`config.mk`:
```
export PLATFORM = sky130hd
export DESIGN_NAME = regfile_wb_arbiter
export DESIGN_NICKNAME = d
export VERILOG_FILES = /design/src/rtl/regfile_wb_arbiter_pkg.sv /design/src/rtl/regfile_wb_arbiter_wb_fifo.sv /design/src/rtl/regfile_wb_arbiter.sv
export SDC_FILE = /design/constraint.sdc
export NUM_CORES = 1
export LEC_CHECK = 0
export CAP_MARGIN = 20
export CORE_MARGIN = 1.5
export CORE_UTILIZATION = 48
export DETAILED_ROUTE_END_ITERATION = 16
export HOLD_SLACK_MARGIN = 0.12
export PLACE_DENSITY = 0.76
export SKIP_LAST_GASP = 1
export SLEW_MARGIN = 25
export SYNTH_ARGS = -nofsm -noshare
export SYNTH_HDL_FRONTEND = slang
export SYNTH_SLANG_ARGS = --single-unit
```
`constraint.sdc`:
```
create_clock -name clk -period 3.9 [get_ports clk]
set_clock_uncertainty 0.2 [all_clocks]
set_input_delay 0.39 -clock clk [delete_from_list [all_inputs] [get_ports clk]]
set_output_delay 0.39 -clock clk [all_outputs]
set_load 0.1 [all_outputs]
```
`src/rtl/regfile_wb_arbiter_pkg.sv`:
```
// Shared types for the regfile writeback arbiter.
// One writeback request is a destination register plus its 64-bit data.
package regfile_wb_arbiter_pkg;

  localparam int WB_NREQ  = 2;
  localparam int WB_DEPTH = 2;

  typedef struct packed {
    logic [4:0]  rd;
    logic [63:0] data;
  } wb_req_t;

endpackage

```
`src/rtl/regfile_wb_arbiter_wb_fifo.sv`:
```
// Per-requester writeback FIFO.
// Occupancy is tracked by count; full/empty derive from it only.
module wb_fifo
  import regfile_wb_arbiter_pkg::*;
#(
  parameter int DEPTH = WB_DEPTH
) (
  input  logic    clk,
  input  logic    rst,
  input  logic    push,
  input  logic    pop,
  input  wb_req_t din,
  output logic    full,
  output logic    empty,
  output wb_req_t head
);

  localparam int AW = $clog2(DEPTH);
  localparam logic [AW:0] FULL_CNT = (AW+1)'(DEPTH);

  wb_req_t        mem [DEPTH];
  logic [AW-1:0]  wr_ptr;
  logic [AW-1:0]  rd_ptr;
  logic [AW:0]    count;
  logic           do_push;
  logic           do_pop;

  assign full    = (count == FULL_CNT);
  assign empty   = (count == '0);
  assign head    = mem[rd_ptr];
  // A full FIFO refuses the push even if it pops this cycle.
  assign do_push = push & ~full;
  assign do_pop  = pop & ~empty;

  always_ff @(posedge clk) begin
    if (do_push) mem[wr_ptr] <= din;
  end

  always_ff @(posedge clk or posedge rst) begin
    if (rst) begin
      wr_ptr <= '0;
      rd_ptr <= '0;
      count  <= '0;
    end else begin
      if (do_push) wr_ptr <= wr_ptr + 1'b1;
      if (do_pop)  rd_ptr <= rd_ptr + 1'b1;
      unique case ({do_push, do_pop})
        2'b10:   count <= count + 1'b1;
        2'b01:   count <= count - 1'b1;
        default: count <= count;
      endcase
    end
  end

endmodule

```
`src/rtl/regfile_wb_arbiter.sv`:
```
// Round-robin share of the regfile write port among writeback units,
// with a busy scoreboard for the issue stage's hazard check.
module regfile_wb_arbiter
  import regfile_wb_arbiter_pkg::*;
#(
  parameter int NREQ  = WB_NREQ,
  parameter int DEPTH = WB_DEPTH
) (
  input  logic                   clk,
  input  logic                   rst,
  input  logic [NREQ-1:0]        req_valid,
  output logic [NREQ-1:0]        req_ready,
  input  logic [NREQ-1:0][4:0]   req_rd,
  input  logic [NREQ-1:0][63:0]  req_data,
  output logic                   wd_en,
  output logic [4:0]             wd,
  output logic [63:0]            wd_data,
  input  logic                   issue_valid,
  input  logic [4:0]             issue_rd,
  output logic [31:0]            busy,
  output logic                   idle
);

  localparam int PW = (NREQ > 2) ? 2 : 1;

  logic [PW-1:0]   rr_ptr;
  logic [PW-1:0]   rr_nxt;
  logic [PW-1:0]   win;
  logic [PW-1:0]   idx;
  logic [NREQ-1:0] full;
  logic [NREQ-1:0] empty;
  logic [NREQ-1:0] pop;
  wb_req_t         din  [NREQ];
  wb_req_t         head [NREQ];
  wb_req_t         gnt_req;
  logic            gnt;
  logic [31:0]     busy_nxt;

  for (genvar i = 0; i < NREQ; i++) begin : g_fifo
    assign din[i]       = '{rd: req_rd[i], data: req_data[i]};
    assign req_ready[i] = ~full[i];
    assign pop[i]       = gnt && (win == PW'(i));

    wb_fifo #(
      .DEPTH (DEPTH)
    ) u_fifo (
      .clk   (clk),
      .rst   (rst),
      .push  (req_valid[i]),
      .pop   (pop[i]),
      .din   (din[i]),
      .full  (full[i]),
      .empty (empty[i]),
      .head  (head[i])
    );
  end

  always_comb begin
    gnt = 1'b0;
    win = rr_ptr;
    idx = rr_ptr;
    for (int k = 0; k < NREQ; k++) begin
      idx = PW'((int'(rr_ptr) + k) % NREQ);
      if (!gnt && !empty[idx]) begin
        gnt = 1'b1;
        win = idx;
      end
    end
    gnt_req = head[win];
    rr_nxt  = PW'((int'(win) + 1) % NREQ);
  end

  // A same-cycle issue to the granted rd re-arms the bit: set wins.
  always_comb begin
    busy_nxt = busy;
    if (gnt) busy_nxt[gnt_req.rd] = 1'b0;
    if (issue_valid && issue_rd != 5'd0) busy_nxt[issue_rd] = 1'b1;
    busy_nxt[0] = 1'b0;
  end

  always_ff @(posedge clk or posedge rst) begin
    if (rst) begin
      rr_ptr  <= '0;
      wd_en   <= 1'b0;
      wd      <= '0;
      wd_data <= '0;
      busy    <= '0;
    end else begin
      if (gnt) begin
        rr_ptr  <= rr_nxt;
        wd_en   <= (gnt_req.rd != 5'd0);
        wd      <= gnt_req.rd;
        wd_data <= gnt_req.data;
      end else begin
        wd_en   <= 1'b0;
      end
      busy <= busy_nxt;
    end
  end

  assign idle = (&empty) & ~wd_en;

  a_one_pending : assert property (
    @(posedge clk) disable iff (rst)
    (issue_valid && issue_rd != 5'd0) |->
    (!busy[issue_rd] || (gnt && gnt_req.rd == issue_rd))
  );

endmodule

```
**Word-level counts from Yosys, hierarchy flattened**

Memory sizes are Yosys's and may differ from the RTL's.
Index checks and enable logic that the tools add are counted.

- Flip-flop bits (word level): 110
- Bits in latches: 0
- RAM bits: 276
- Bits in read-only memories: 0
- Output and inout port bits: 105
- Word-level logic and storage cells: 88
- Memories: 2

- Add/subtract/negate cells: 10
- Multipliers: 0
- Divide/modulo/power cells: 0
- Magnitude comparators: 7
- Equality and inequality tests: 6
- Shift-type cells: 0
- Multiplexer cells: 23
- Bitwise operators: 15
- Reduce and logical (&&, ||, !) cells: 14

Memories:

| name | depth | bits a word | rd ports | clocked after Yosys merged registers in | wr ports | RTL line | text |
|---|---|---|---|---|---|---|---|
| g_fifo[0].u_fifo.mem | 2 | 69 | 1 | 0 | 1 | regfile_wb_arbiter_wb_fifo.sv:21 | `wb_req_t mem [DEPTH];` |
| g_fifo[1].u_fifo.mem | 2 | 69 | 1 | 0 | 1 | regfile_wb_arbiter_wb_fifo.sv:21 |  |

Operators by type and width:

| kind | number |
|---|---|
| $mux 69 | 3 |
| $mux 32 | 2 |
| $and 32x32->32 | 1 |
| $not 32->32 | 1 |
| $or 32x32->32 | 1 |
| $mux 1 | 14 |
| $lt 5x6->1 const B | 2 |
| $demux 1 s5 | 2 |
| $ge 5x1->1 const B | 2 |
| $reduce_bool 5->1 | 2 |
| $eq 2x2->1 const B | 4 |
| $pmux 2 s2 | 2 |
| $add 1x1->1 const B | 6 |
| $logic_and 1x1->1 | 6 |
| $not 1->1 | 6 |
| $and 1x1->1 | 5 |
| $add 2x1->2 const B | 2 |
| $eq 2x1->1 const B | 2 |
| $logic_not 2->1 | 2 |
| $lt 1x2->1 const B | 2 |
| $reduce_bool 2->1 | 2 |
| $sub 2x1->2 const B | 2 |
| $ge 2x2->1 const B | 1 |
| $not 1->2 | 1 |
| 2 further kinds | 2 |

**Logic depth before layout (Yosys ltp)**

- Word-level depth: 19
- Mapped depth: 11
- Depth with buffers taken out: 8

**Cells and area by module**

A second synthesis with hierarchy kept.

- Cells, all modules: 937
- Area, all modules: 16,054.1 um2

By module, submodules not included:

| module | times used | cells each | area an instance (um2) | sequential area each (um2) |
|---|---|---|---|---|
| wb_fifo | 2 | 234 | 5,531.6 | 4,244.1 |
| regfile_wb_arbiter | 1 | 469 | 4,991.0 | 2,552.4 |

**Least setup slack after synthesis**

Ideal clock, no wire load.

- Path kind: reg2reg
- From: register g_fifo[0].u_fifo.count[0]
- To: memory g_fifo[0].u_fifo.mem[0][0] in the netlist's numbering, enable pin
- Arrival time: 4,465 ps
- Data required time: 3,203 ps
- Path slack: -1,262 ps
- Stages on the path, launching flop included: 5
- Path buffers: 1
- Cells stage by stage: dfrtp_1 > buf_2 > nand2b_1 > nand2_1 > nor2_1

- Cells in the longest elaborated chain, start to end: 5

RTL lines:

| element | RTL line | text |
|---|---|---|
| start: declaration | regfile_wb_arbiter_wb_fifo.sv:24 | `logic [AW:0] count;` |
| start signal: assignment | regfile_wb_arbiter_wb_fifo.sv:48 | `2'b10: count <= count + 1'b1;` |
| start signal: assignment | regfile_wb_arbiter_wb_fifo.sv:49 | `2'b01: count <= count - 1'b1;` |
| start signal: assignment | regfile_wb_arbiter_wb_fifo.sv:50 | `default: count <= count;` |
| $eq 2x2->1 | regfile_wb_arbiter_wb_fifo.sv:28 | `assign full = (count == FULL_CNT);` |
| $not 1->1 | -- |  |
| named net req_ready[0] | regfile_wb_arbiter.sv:12 | `output logic [NREQ-1:0] req_ready,` |
| $and 1x1->1 | regfile_wb_arbiter_wb_fifo.sv:32 | `assign do_push = push & ~full;` |
| $mux 1 | regfile_wb_arbiter_wb_fifo.sv:36 | `if (do_push) mem[wr_ptr] <= din;` |
| $mux 1 (implied by the code) | regfile_wb_arbiter_wb_fifo.sv:36 |  |
| end: declaration | regfile_wb_arbiter_wb_fifo.sv:21 |  |

The timed path passes the listed nets, and every way through them passes these cells.

**Final worst setup path**

- From: register g_fifo[1].u_fifo.count[0]
- To: output port idle

- Cells in the longest elaborated chain, start to end: 3

RTL lines:

| element | RTL line | text |
|---|---|---|
| start: declaration | regfile_wb_arbiter_wb_fifo.sv:24 |  |
| start signal: assignment | regfile_wb_arbiter_wb_fifo.sv:48 |  |
| start signal: assignment | regfile_wb_arbiter_wb_fifo.sv:49 |  |
| start signal: assignment | regfile_wb_arbiter_wb_fifo.sv:50 |  |
| $logic_not 2->1 | regfile_wb_arbiter_wb_fifo.sv:29 | `assign empty = (count == '0);` |
| $reduce_and 2->1 | regfile_wb_arbiter.sv:101 | `assign idle = (&empty) & ~wd_en;` |
| $and 1x1->1 | regfile_wb_arbiter.sv:101 |  |
| end: declaration | regfile_wb_arbiter.sv:21 | `output logic idle` |

Every way passes these cells.

==> flow_summary.json <==
{
  "post_drt_wl_per_cell_um": 21.9,
  "clock_path_buffers": 3,
  "synth_top_area_share_pct": 56.0,
  "final_antenna_net_count": 0,
  "mostFrequentLayoutCell": "edfxtp_1",
  "worst-path-max-fanout": 11,
  "worstPathRequired_ns": 3.31,
  "layout-drive-gt1-share_pct": 11.2,
  "worstHoldPathType": "in2async",
  "io-pin-count": 253,
  "reg2reg_to": "busy[3]$_DFF_PP0_",
  "netlist_area_mm2": 0.0148,
  "slew-limit-headroom_pct": 27.4,
  "cts_sinks": 386,
  "drv_slew": 0,
  "synth_area_leaders": "edfxtp_1, dfrtp_1, mux2i_1, o221ai_2, o21ai_0",
  "grt_max_degree": 70,
  "synth_seq_cells": 386,
  "start_util_pct": 48.5,
  "reg2reg_slack_ns": 1.12,
  "cts.clk_slew.worst_paths_ns": 0.06,
  "criticalPathCategory": "reg2out",
  "drc": 0,
  "drt_iter0_drc": 729,
  "yosys.area.top_type": "edfxtp_1",
  "synthArstFlopShare_pct": 28.5,
  "end_kind": "output pin",
  "finalHoldViolations": 0,
  "netlist_instances": 880,
  "post-cts-setup-buffers": 0,
  "cts_tree": "built",
  "syn_to_final_growth_pct": 28.6,
  "dpl.hpwl_um": 20700,
  "finalNetCount": 1290,
  "status": "completed",
  "r2r_start": "g_fifo[1].u_fifo.count[0]$_DFFE_PP0P_",
  "post_cts_resized": 0,
  "cp.arrival_ns": 2.38,
  "first_pass_iters": 5,
  "synth.distinct_cells": 36,
  "die_width_um": 179,
  "synth_nets": 1030,
  "fmax_mhz": 336,
  "worst_skew_pair.late_latency_ns": 0.53,
  "drt_wl_total_um": 34300,
  "rsz0062_at_grt": "no",
  "grtUsageTotal_pct": 21.8,
  "die_h_um": 179,
  "antenna_found_initial": 3,
  "cp-start-kind": "flip-flop",
  "finalCritPeriodShare_pct": 76.3,
  "synth_flop_cell": "edfxtp_1",
  "cts_buffers": 38,
  "gp_congestion": 0.829,
  "max_slew.worst_pin.slew_ns": 1.09,
  "reg2reg_depth": 5,
  "coreArea_mm2": 0.0305,
  "place_area_mm2": 0.0178,
  "synth_edf_count": 276,
  "vias": 8710,
  "cts_root_buf": "clkbuf_16",
  "die_area_mm2": 0.0319,
  "drv_cap": 0,
  "syn_avg_cell_area_um2": 16.8,
  "io_buffer_count": 251,
  "tns_ns": 0,
  "mostFrequentLayoutCells": "edfxtp_1, clkdlybuf4s50_1, mux2i_1, dfrtp_1, nand2_1",
  "min_period_ns": 2.97,
  "final_area_mm2": 0.0190,
  "cts_hold_buf": 0,
  "seq_area_frac_synth_pct": 74.6,
  "grt.overflow.total": 0,
  "num_rows": 64,
  "fill_cells": 2184,
  "grt_pass1_vias": 9047,
  "yosys_warnings": 0,
  "viasPerCell": 5.56,
  "ctsHtreeMaxLevel": 2,
  "grt_first_pass_wirelength_um": 51800,
  "setup_viol": 0
}
per-stage QoR:
stage	worst slack (ns)	instances	util, %	hold slack [ns]
2_1_floorplan	0.178	880	-	0.289
3_3_place_gp	1.33	1496	58.4	0.273
3_5_place_dp	1.23	1496	58.4	0.270
4_1_cts	0.907	1565	62.4	0.215
5_1_grt	0.789	1565	62.4	0.232
6_report	0.926	1566	62.4	0.199
state kept, by name, indices dropped and copies added (netlist names):
name and cells:
g_fifo.u_fifo.mem 276, wd_data 64, busy 31, wd 5
g_fifo.u_fifo.count 4, g_fifo.u_fifo.rd_ptr 2, g_fifo.u_fifo.wr_ptr 2, rr_ptr 1
wd_en 1
worst max-delay path, cell delays in order, from the launching register on:
cell     delay (ns)
dfrtp_1        0.46
or2_0          0.40
or3_1          0.56
nor2_1         0.16
buf_4          0.30
cell type report:
cell class	count	area (µm²)	share of cell area, %
clock inverters	7	37.5	0.197
repair buffers	264	2680	14.1
well taps	396	495	2.60
flip-flops and latches	386	11000	58.0
inverters	3	13.8	0.0723
clock buffers	62	1180	6.22
multi-input cells	447	3570	18.8
diodes	1	2.50	0.0131
Yosys cell counts, drive strengths merged, types with 3 or more instances:
master / instances
a21oi: 15
or3: 3
o221ai: 64
inv: 3
nor3: 7
nand2: 73
dfrtp: 110
clkbuf: 18
mux2: 6
nor2: 15
xnor2: 8
a2111oi: 4
and3: 6
or3b: 5
o21ai: 68
edfxtp: 276
nand3b: 8
nand3: 3
mux2i: 146
buf: 26
cell families (layout without fill, tap and decap cells):
family / after synthesis / after routing / share of synthesized area, %
AOI/OAI and AO/OA: 155 / 155 / 8.67
adders and majority gates: 3 / 3 / 0.245
muxes: 152 / 152 / 10.3
buffers and inverters: 47 / 336 / 1.63
other: 1 / 2 / 0.0253
and+or+nand+nor: 126 / 126 / 3.95
DFF: 386 / 386 / 74.6
xor gates and xnor gates: 10 / 10 / 0.592
metal layers:
metal / vias up / GRT usage [%] / wire [µm]
li1: 3937 / - / -
met4: 4 / 6.74 / 934
met5: - / 0 / 27
met3: 67 / 4.22 / 2430
met1: 4351 / 28.9 / 14300
met2: 351 / 36.3 / 16600
worst max-delay path by stage:
stage,slack (ns),to,cells past startpoint,start
3_3_place_gp,1.33,wd_data[0]$_DFFE_PP0N_,5,g_fifo[1].u_fifo.count[0]$_DFFE_PP0P_
3_5_place_dp,1.23,wd_data[52]$_DFFE_PP0N_,5,g_fifo[1].u_fifo.count[0]$_DFFE_PP0P_
5_1_grt,0.79,idle,4,g_fifo[1].u_fifo.count[0]$_DFFE_PP0P_
6_report,0.93,idle,4,g_fifo[1].u_fifo.count[0]$_DFFE_PP0P_
2_1_floorplan,0.18,g_fifo[0].u_fifo.mem[1][0]$_DFFE_PP_,3,g_fifo[0].u_fifo.count[0]$_DFFE_PP0P_
4_1_cts,0.91,req_ready[0],2,g_fifo[0].u_fifo.count[0]$_DFFE_PP0P_
Power is not shown: default switching activity piles up to over one toggle a cycle in this logic, so the estimate is an artifact.
